**src/rtl/load_unit_pkg.sv**
```systemverilog
// Shared definitions for the load unit: widths, RV64 load encodings,
// FSM state encoding and the alignment legality check.
package load_unit_pkg;

  localparam int XLEN           = 64;
  localparam int CPU_WIDTH      = XLEN;
  localparam int REG_ADDR_WIDTH = 5;

  typedef enum logic [2:0] {
    F3_LB  = 3'b000,
    F3_LH  = 3'b001,
    F3_LW  = 3'b010,
    F3_LD  = 3'b011,
    F3_LBU = 3'b100,
    F3_LHU = 3'b101,
    F3_LWU = 3'b110,
    F3_ILL = 3'b111
  } funct3_e;

  typedef enum logic [2:0] {
    ST_IDLE = 3'd0,
    ST_REQ  = 3'd1,
    ST_WAIT = 3'd2,
    ST_WB   = 3'd3,
    ST_ERR  = 3'd4
  } state_e;

  // A load is illegal when its size does not divide the address or the
  // funct3 has no load meaning; such loads never reach memory.
  function automatic logic load_illegal(input logic [2:0] funct3,
                                        input logic [2:0] addr_lo);
    logic ill;
    ill = 1'b0;
    case (funct3)
      F3_LH, F3_LHU: ill = addr_lo[0];
      F3_LW, F3_LWU: ill = (addr_lo[1:0] != 2'b00);
      F3_LD:         ill = (addr_lo != 3'b000);
      F3_ILL:        ill = 1'b1;
      default:       ill = 1'b0;
    endcase
    return ill;
  endfunction

endpackage

```
**src/rtl/load_unit_if.sv**
```systemverilog
// Bundle of the load request, memory read channel and register-file write
// port. The load unit sits on the slave side; the core/memory on the master.
interface load_unit_if;
  import load_unit_pkg::*;

  logic                      ld_valid;
  logic                      ld_ready;
  logic [XLEN-1:0]           ld_addr;
  logic [2:0]                ld_funct3;
  logic [REG_ADDR_WIDTH-1:0] ld_rd;

  logic                      mem_req_valid;
  logic                      mem_req_ready;
  logic [XLEN-1:0]           mem_req_addr;
  logic                      mem_resp_valid;
  logic [XLEN-1:0]           mem_resp_data;

  logic                      reg_wen;
  logic [REG_ADDR_WIDTH-1:0] reg_waddr;
  logic [XLEN-1:0]           reg_wdata;
  logic                      ld_err;

  modport slave (
    input  ld_valid, ld_addr, ld_funct3, ld_rd,
    output ld_ready,
    output mem_req_valid, mem_req_addr,
    input  mem_req_ready, mem_resp_valid, mem_resp_data,
    output reg_wen, reg_waddr, reg_wdata, ld_err
  );

  modport master (
    output ld_valid, ld_addr, ld_funct3, ld_rd,
    input  ld_ready,
    input  mem_req_valid, mem_req_addr,
    output mem_req_ready, mem_resp_valid, mem_resp_data,
    input  reg_wen, reg_waddr, reg_wdata, ld_err
  );

endinterface

```
**src/rtl/load_align.sv**
```systemverilog
// Picks the addressed lane out of an aligned 8-byte word and sign- or
// zero-extends it according to the load funct3. Purely combinational so a
// store-to-load forward path can reuse it.
module load_align
  import load_unit_pkg::*;
(
  input  logic [2:0]      funct3,
  input  logic [2:0]      offset,
  input  logic [XLEN-1:0] data,
  output logic [XLEN-1:0] result
);

  logic [XLEN-1:0] shifted;

  // Move the addressed byte lane down to bit 0, then extend by size/sign.
  always_comb begin
    shifted = data >> {offset, 3'b000};
    result  = shifted;
    case (funct3)
      F3_LB:   result = {{(XLEN-8){shifted[7]}},   shifted[7:0]};
      F3_LH:   result = {{(XLEN-16){shifted[15]}}, shifted[15:0]};
      F3_LW:   result = {{(XLEN-32){shifted[31]}}, shifted[31:0]};
      F3_LBU:  result = {{(XLEN-8){1'b0}},         shifted[7:0]};
      F3_LHU:  result = {{(XLEN-16){1'b0}},        shifted[15:0]};
      F3_LWU:  result = {{(XLEN-32){1'b0}},        shifted[31:0]};
      default: result = shifted;
    endcase
  end

endmodule

```
**src/rtl/load_unit.sv**
```systemverilog
// Single-outstanding load unit: accepts one load, issues an aligned read,
// waits for the variable-latency response and writes the extended value
// into the register file for one cycle (or pulses ld_err if illegal).
module load_unit
  import load_unit_pkg::*;
(
  input  logic         clk,
  input  logic         rst,
  load_unit_if.slave   bus
);

  state_e                    state_q,     state_d;
  logic [XLEN-1:0]           addr_q,      addr_d;
  logic [2:0]                funct3_q,    funct3_d;
  logic [REG_ADDR_WIDTH-1:0] rd_q,        rd_d;
  logic [REG_ADDR_WIDTH-1:0] reg_waddr_q, reg_waddr_d;
  logic [XLEN-1:0]           reg_wdata_q, reg_wdata_d;
  logic [XLEN-1:0]           aligned;

  load_align u_align (
    .funct3 (funct3_q),
    .offset (addr_q[2:0]),
    .data   (bus.mem_resp_data),
    .result (aligned)
  );

  // Next-state logic: latch the request in IDLE, handshake in REQ, capture
  // the response only in WAIT so stray or late responses are dropped.
  always_comb begin
    state_d     = state_q;
    addr_d      = addr_q;
    funct3_d    = funct3_q;
    rd_d        = rd_q;
    reg_waddr_d = reg_waddr_q;
    reg_wdata_d = reg_wdata_q;
    case (state_q)
      ST_IDLE: begin
        if (bus.ld_valid) begin
          addr_d   = bus.ld_addr;
          funct3_d = bus.ld_funct3;
          rd_d     = bus.ld_rd;
          state_d  = load_illegal(bus.ld_funct3, bus.ld_addr[2:0]) ? ST_ERR : ST_REQ;
        end
      end
      ST_REQ: begin
        if (bus.mem_req_ready) state_d = ST_WAIT;
      end
      ST_WAIT: begin
        if (bus.mem_resp_valid) begin
          reg_wdata_d = aligned;
          reg_waddr_d = rd_q;
          state_d     = ST_WB;
        end
      end
      ST_WB:   state_d = ST_IDLE;
      ST_ERR:  state_d = ST_IDLE;
      default: state_d = ST_IDLE;
    endcase
  end

  // State and datapath registers with synchronous reset.
  always_ff @(posedge clk) begin
    if (rst) begin
      state_q     <= ST_IDLE;
      addr_q      <= '0;
      funct3_q    <= '0;
      rd_q        <= '0;
      reg_waddr_q <= '0;
      reg_wdata_q <= '0;
    end else begin
      state_q     <= state_d;
      addr_q      <= addr_d;
      funct3_q    <= funct3_d;
      rd_q        <= rd_d;
      reg_waddr_q <= reg_waddr_d;
      reg_wdata_q <= reg_wdata_d;
    end
  end

  assign bus.ld_ready      = (state_q == ST_IDLE) && !rst;
  assign bus.mem_req_valid = (state_q == ST_REQ);
  assign bus.mem_req_addr  = {addr_q[XLEN-1:3], 3'b000};
  assign bus.reg_wen       = (state_q == ST_WB) && (rd_q != '0);
  assign bus.reg_waddr     = reg_waddr_q;
  assign bus.reg_wdata     = reg_wdata_q;
  assign bus.ld_err        = (state_q == ST_ERR);

endmodule

```
**src/flat_wrapper.sv**
```systemverilog
// flat-port wrapper written by rule: the top's interface ports become plain ports
module load_unit_flat import load_unit_pkg::*;
  (clk, rst, bus_ld_valid, bus_ld_addr, bus_ld_funct3, bus_ld_rd, bus_ld_ready, bus_mem_req_valid, bus_mem_req_addr, bus_mem_req_ready, bus_mem_resp_valid, bus_mem_resp_data, bus_reg_wen, bus_reg_waddr, bus_reg_wdata, bus_ld_err);
  load_unit_if bus_i ();
  input  logic clk;
  input  logic rst;
  input wire logic [$bits(bus_i.ld_valid)-1:0] bus_ld_valid;
  input wire logic [$bits(bus_i.ld_addr)-1:0] bus_ld_addr;
  input wire logic [$bits(bus_i.ld_funct3)-1:0] bus_ld_funct3;
  input wire logic [$bits(bus_i.ld_rd)-1:0] bus_ld_rd;
  output wire logic [$bits(bus_i.ld_ready)-1:0] bus_ld_ready;
  output wire logic [$bits(bus_i.mem_req_valid)-1:0] bus_mem_req_valid;
  output wire logic [$bits(bus_i.mem_req_addr)-1:0] bus_mem_req_addr;
  input wire logic [$bits(bus_i.mem_req_ready)-1:0] bus_mem_req_ready;
  input wire logic [$bits(bus_i.mem_resp_valid)-1:0] bus_mem_resp_valid;
  input wire logic [$bits(bus_i.mem_resp_data)-1:0] bus_mem_resp_data;
  output wire logic [$bits(bus_i.reg_wen)-1:0] bus_reg_wen;
  output wire logic [$bits(bus_i.reg_waddr)-1:0] bus_reg_waddr;
  output wire logic [$bits(bus_i.reg_wdata)-1:0] bus_reg_wdata;
  output wire logic [$bits(bus_i.ld_err)-1:0] bus_ld_err;
  assign bus_i.ld_valid = bus_ld_valid;
  assign bus_i.ld_addr = bus_ld_addr;
  assign bus_i.ld_funct3 = bus_ld_funct3;
  assign bus_i.ld_rd = bus_ld_rd;
  assign bus_ld_ready = bus_i.ld_ready;
  assign bus_mem_req_valid = bus_i.mem_req_valid;
  assign bus_mem_req_addr = bus_i.mem_req_addr;
  assign bus_i.mem_req_ready = bus_mem_req_ready;
  assign bus_i.mem_resp_valid = bus_mem_resp_valid;
  assign bus_i.mem_resp_data = bus_mem_resp_data;
  assign bus_reg_wen = bus_i.reg_wen;
  assign bus_reg_waddr = bus_i.reg_waddr;
  assign bus_reg_wdata = bus_i.reg_wdata;
  assign bus_ld_err = bus_i.ld_err;
  load_unit u_core (.clk(clk), .rst(rst), .bus(bus_i));
endmodule
```
**config.mk**
```make
export PLATFORM = sky130hd
export DESIGN_NAME = load_unit_flat
export DESIGN_NICKNAME = d
export VERILOG_FILES = /design/src/rtl/load_unit_pkg.sv /design/src/rtl/load_unit_if.sv /design/src/rtl/load_align.sv /design/src/rtl/load_unit.sv /design/src/flat_wrapper.sv
export SDC_FILE = /design/constraint.sdc
export NUM_CORES = 1
export LEC_CHECK = 0
export CORE_ASPECT_RATIO = 0.6
export CORE_MARGIN = 2
export CORE_UTILIZATION = 35
export DETAILED_ROUTE_END_ITERATION = 10
export GPL_ROUTABILITY_DRIVEN = 0
export GPL_TIMING_DRIVEN = 0
export PLACE_DENSITY_LB_ADDON = 0.15
export RECOVER_POWER = 50
export SLEW_MARGIN = 10
export SYNTH_ARGS = -nofsm -noshare
export SYNTH_HDL_FRONTEND = slang
export SYNTH_HIERARCHICAL = 1
export SYNTH_SLANG_ARGS = --single-unit
export TNS_END_PERCENT = 20
```
**constraint.sdc**
```tcl
create_clock -name clk -period 4.4 [get_ports clk]
set_input_delay 0.88 -clock clk [delete_from_list [all_inputs] [get_ports clk]]
set_output_delay 0.88 -clock clk [all_outputs]
set_load 0.03 [all_outputs]
```
==> metrics, run 1 <==
Critical Path Source bus_mem_resp_data[63]; first-pass GRT wire length approximately 45000 um; Die Span Y 122 um; CP max stage delay roughly 0.7 ns; Tot Pwr ~0.004 W; # DRC 0; initial antenna violation count 0; synthesized netlist cell count 1001; Tightest Pin Transition 1.21 ns; TritonCTS clock tree yes; wire per inst ~18 um; Total GRT Usage between 20% and 30%; Async SR Flop Fraction 0%; final WL slightly below 30000 um; fin crit share roughly three quarters; Iteration-0 DRC Markers 670; I/O Buffers roughly 270; Synth Flop Type dfxtp_1; Clock Sink Count between 100 and 150; initial core utilization a little over a third; maximum VDD drop 0.253 mV; CP Cell Sequence dlygate4sd3_1 > mux2i_1 > mux4_2 > or4_4 > buf_6 > buf_6 > nand3_1 > nand2_1 > a21oi_1; Hold Fails Final Rpt 0; Die W about 200 um; PostCTS Resize Cnt 0; Post-synth EDFFs 0; Vias around 8200; worst r2r dst u_core/bus.reg_wdata[29]; number of global-route vias before repair 7685; Critical Path Most Common Cell buf_6; Multi-input gate area roughly 4100 sq um; core area around 23000 sq um; clock root buffer clkbuf_16; CTS clk-pin slew, worst paths 0.06 ns; Startpoint Class primary input; Post-Layout Cell Count 1623; fmax between 0.3 and 0.4 GHz; depth of the worst register-to-register path 8; synthesized area 8080 sq um; grt total ovfl 0; Ports 278; fraction of layout cells with a size suffix above 1 14.6%; reg2reg start u_core/addr_q[0]; Worst-Skew Late Latency ~0.42 ns; Layout fillers between 2000 and 2500; cts bufs inserted 17; WS Path Type in -> reg; largest net degree at the start of global routing 17; post-CTS setup buffers 0; die area approximately 24000 sq um; fraction of the yosys area taken by sequential cells 35.7%; HP Class reg -> reg; area grow syn2layout 45.4%; count of cell types in the netlist 47; Final Critical Period between 3 and 4 ns; DP HPWL approximately 24000 um; CP arrival roughly 3.7 ns; drt first pass iters 6; Net count, final between 1000 and 1500; met2 WL between 10000 and 15000 um; highest metal used met4; Layout Skew between 0.005 and 0.006 ns; vias per cell ~5.0; Hold Crit Start u_core/bus.reg_wdata[46]; LEAKAGE around 4.6 nW; Hold Buf Count CTS 0; Slew Viols, Final 0; worst-path maximum fanout 10; Final Setup Violations 0; RSZ-0062 raised after global routing false; CP endpoint u_core/bus.reg_wdata[29]; WL met1 about 14000 um; FF+latch area ~2900 sq um; ANT cells 0; Worst EP required approximately 4.7 ns; final setup TNS 0 ns; Slew headroom roughly a fifth; Synth warnings 6; highest-delay cell along the critical path dlygate4sd3_1; outcome finished clean; CTS Buffer Depth 2; Detail Route met3 WL between 3000 and 4000 um; Power Density between 300 and 400 nW/um^2; placed insts 1591; flop and latch count out of synthesis between 100 and 150; antenna viol nets, final 0; Crit. End Element register; std cell rows 43; Syn Area/Cell between 8 and 9 sq um; R2R setup slack 1.50 ns; Max-Cap Viols 0; # H-tree levels 4
==> where the power goes <==
group / leakage, nW / internal (W) / switching (W) / total, W
clock network: 0.311 / 0.00101 / 0.000574 / 0.00159
logic: 3.07 / 0.000473 / 0.000587 / 0.00106
registers: 1.17 / 0.00136 / 0.0000362 / 0.00140
total: 4.55 / 0.00285 / 0.00120 / 0.00405
==> how the worst min path moves through the flow <==
| stage | endpoint | slack [ns] | cells after the start |
|---|---|---|---|
| 2_1_floorplan | u_core/addr_q[10] | 0.44 | 2 |
| 3_3_place_gp | u_core/addr_q[48] | 0.44 | 2 |
| 3_5_place_dp | u_core/bus.reg_wdata[19] | 0.45 | 2 |
| 4_1_cts | u_core/bus.reg_wdata[19] | 0.46 | 2 |
| 5_1_grt | u_core/addr_q[13] | 0.47 | 2 |
| 6_report | u_core/bus.reg_wdata[46] | 0.45 | 2 |
==> stage by stage <==
stage / utilization [%] / instance area (sq um) / hold slack [ns] / setup slack (ns)
floorplan: - / 8090 / 0.437 / 1.43
detailed placement: 49.0 / 11200 / 0.446 / 0.877
global route: 51.4 / 11700 / 0.468 / 1.09
CTS: 51.9 / 11900 / 0.455 / 1.27
global placement: 49.0 / 11200 / 0.442 / 0.838
finish: 51.4 / 11700 / 0.451 / 1.07
==> flip-flops by register name, summed over array words and instances (netlist names) <==
| signal | count |
|---|---|
| u_core/addr_q | 64 |
| u_core/bus.reg_waddr | 5 |
| u_core/bus.reg_wdata | 64 |
| u_core/funct3_q | 3 |
| u_core/rd_q | 5 |
| u_core/state_q | 3 |
==> cell families (layout without fill, tap and decap cells) <==
logic type / Yosys count / after routing / share of synthesized area [%]
flops: 144 / 144 / 35.7
simple gates: 439 / 439 / 23.8
buf+inv: 154 / 459 / 13.1
other cells: 1 / 3 / 0.0464
mux: 73 / 73 / 13.9
compound gates: 190 / 190 / 13.5
==> worst max-delay path: cells and delay by family <==
kind,cells,cell delay (ns)
buffers and inverters,3,1.02
multiplexers,2,0.82
AND/OR/NAND/NOR,3,0.80
AO/OA/AOI/OAI,1,0.15
==> per-layer routing <==
| metal | global-route usage, % | vias to the layer above |
|---|---|---|
| met5 | 0 | - |
| met4 | 5.46 | 0 |
| met3 | 10.5 | 23 |
| met2 | 31.2 | 399 |
| met1 | 35.9 | 3812 |
| li1 | - | 3948 |
==> layout make-up <==
type	instances	area share [%]
Buffer	150	8.18
Clock buffer	24	4.19
Clock inverter	8	1.28
Inverter	4	0.128
Multi-Input combinational cell	705	35.1
Sequential cell	144	24.5
Tap cell	315	3.36
Timing Repair Buffer	273	23.3
==> synth_stat cells, drive strengths merged (2+ instances only) <==
cell	number	area share, %
nor4	2	0.15
mux4	31	8.6
o21ai	25	1.5
nand4	30	2.3
mux2i	37	4.6
dfxtp	144	36
and2	7	0.54
or3	2	0.15
nor2	12	0.56
nor2b	11	0.94
mux2	5	0.70
o211ai	2	0.19
buf	116	11
nand2	335	16
nor3	6	0.51
nand3	17	1.4
o2bb2ai	8	0.87
inv	3	0.14
clkbuf	34	1.6
and3	9	0.70
a21oi	143	9.6
a22o	2	0.22
o2111ai	5	0.54
nand2b	3	0.33
==> cell usage in the layout (no fill, tap or decap), types with 2 or more instances in the layout <==
cell type | netlist | final
nor2_1 | 12 | 12
clkbuf_1 | 34 | 47
nor4_1 | 2 | 2
nand4_1 | 30 | 30
nand3_1 | 12 | 12
and2_1 | 4 | 4
clkbuf_16 | 0 | 17
a22o_1 | 2 | 2
mux2i_1 | 37 | 37
o2bb2ai_1 | 8 | 8
and2_0 | 3 | 3
nand2_1 | 330 | 330
clkbuf_8 | 0 | 4
buf_1 | 5 | 5
mux2_2 | 5 | 5
mux4_2 | 31 | 31
o211ai_1 | 2 | 2
dlygate4sd3_1 | 0 | 63
or3_1 | 2 | 2
o21ai_0 | 25 | 25
buf_4 | 72 | 71
nor3_1 | 5 | 6
o2111ai_1 | 5 | 5
inv_1 | 3 | 3
a21oi_2 | 16 | 12
conb_1 | 1 | 3
buf_6 | 22 | 15
nand3_2 | 5 | 5
nand2_2 | 5 | 5
buf_2 | 15 | 15
and3_1 | 9 | 9
bufinv_16 | 0 | 4
clkdlybuf4s50_1 | 0 | 210
dfxtp_1 | 144 | 144
nor2b_1 | 10 | 10
nand2b_1 | 2 | 2
a21oi_1 | 127 | 131
No activity file was read; power rests on OpenSTA's default activity.
==> inputs of run 2 (changes only) <==
Clock period 4.4 ns to 3.25 ns, I/O delays scaled along.
==> results of run 2 <==
The final DEF is identical to that of run 1. Status: finished clean.
Among the figures that moved: setup slack after placement 0.877 ns -> -0.0431 ns; setup slack after layout 1.07 ns -> 0.154 ns; register-to-register setup slack 1.50 ns -> 0.35 ns; total power 0.00405 W -> 0.00548 W; worst IR drop on VDD 0.253 mV -> 0.343 mV
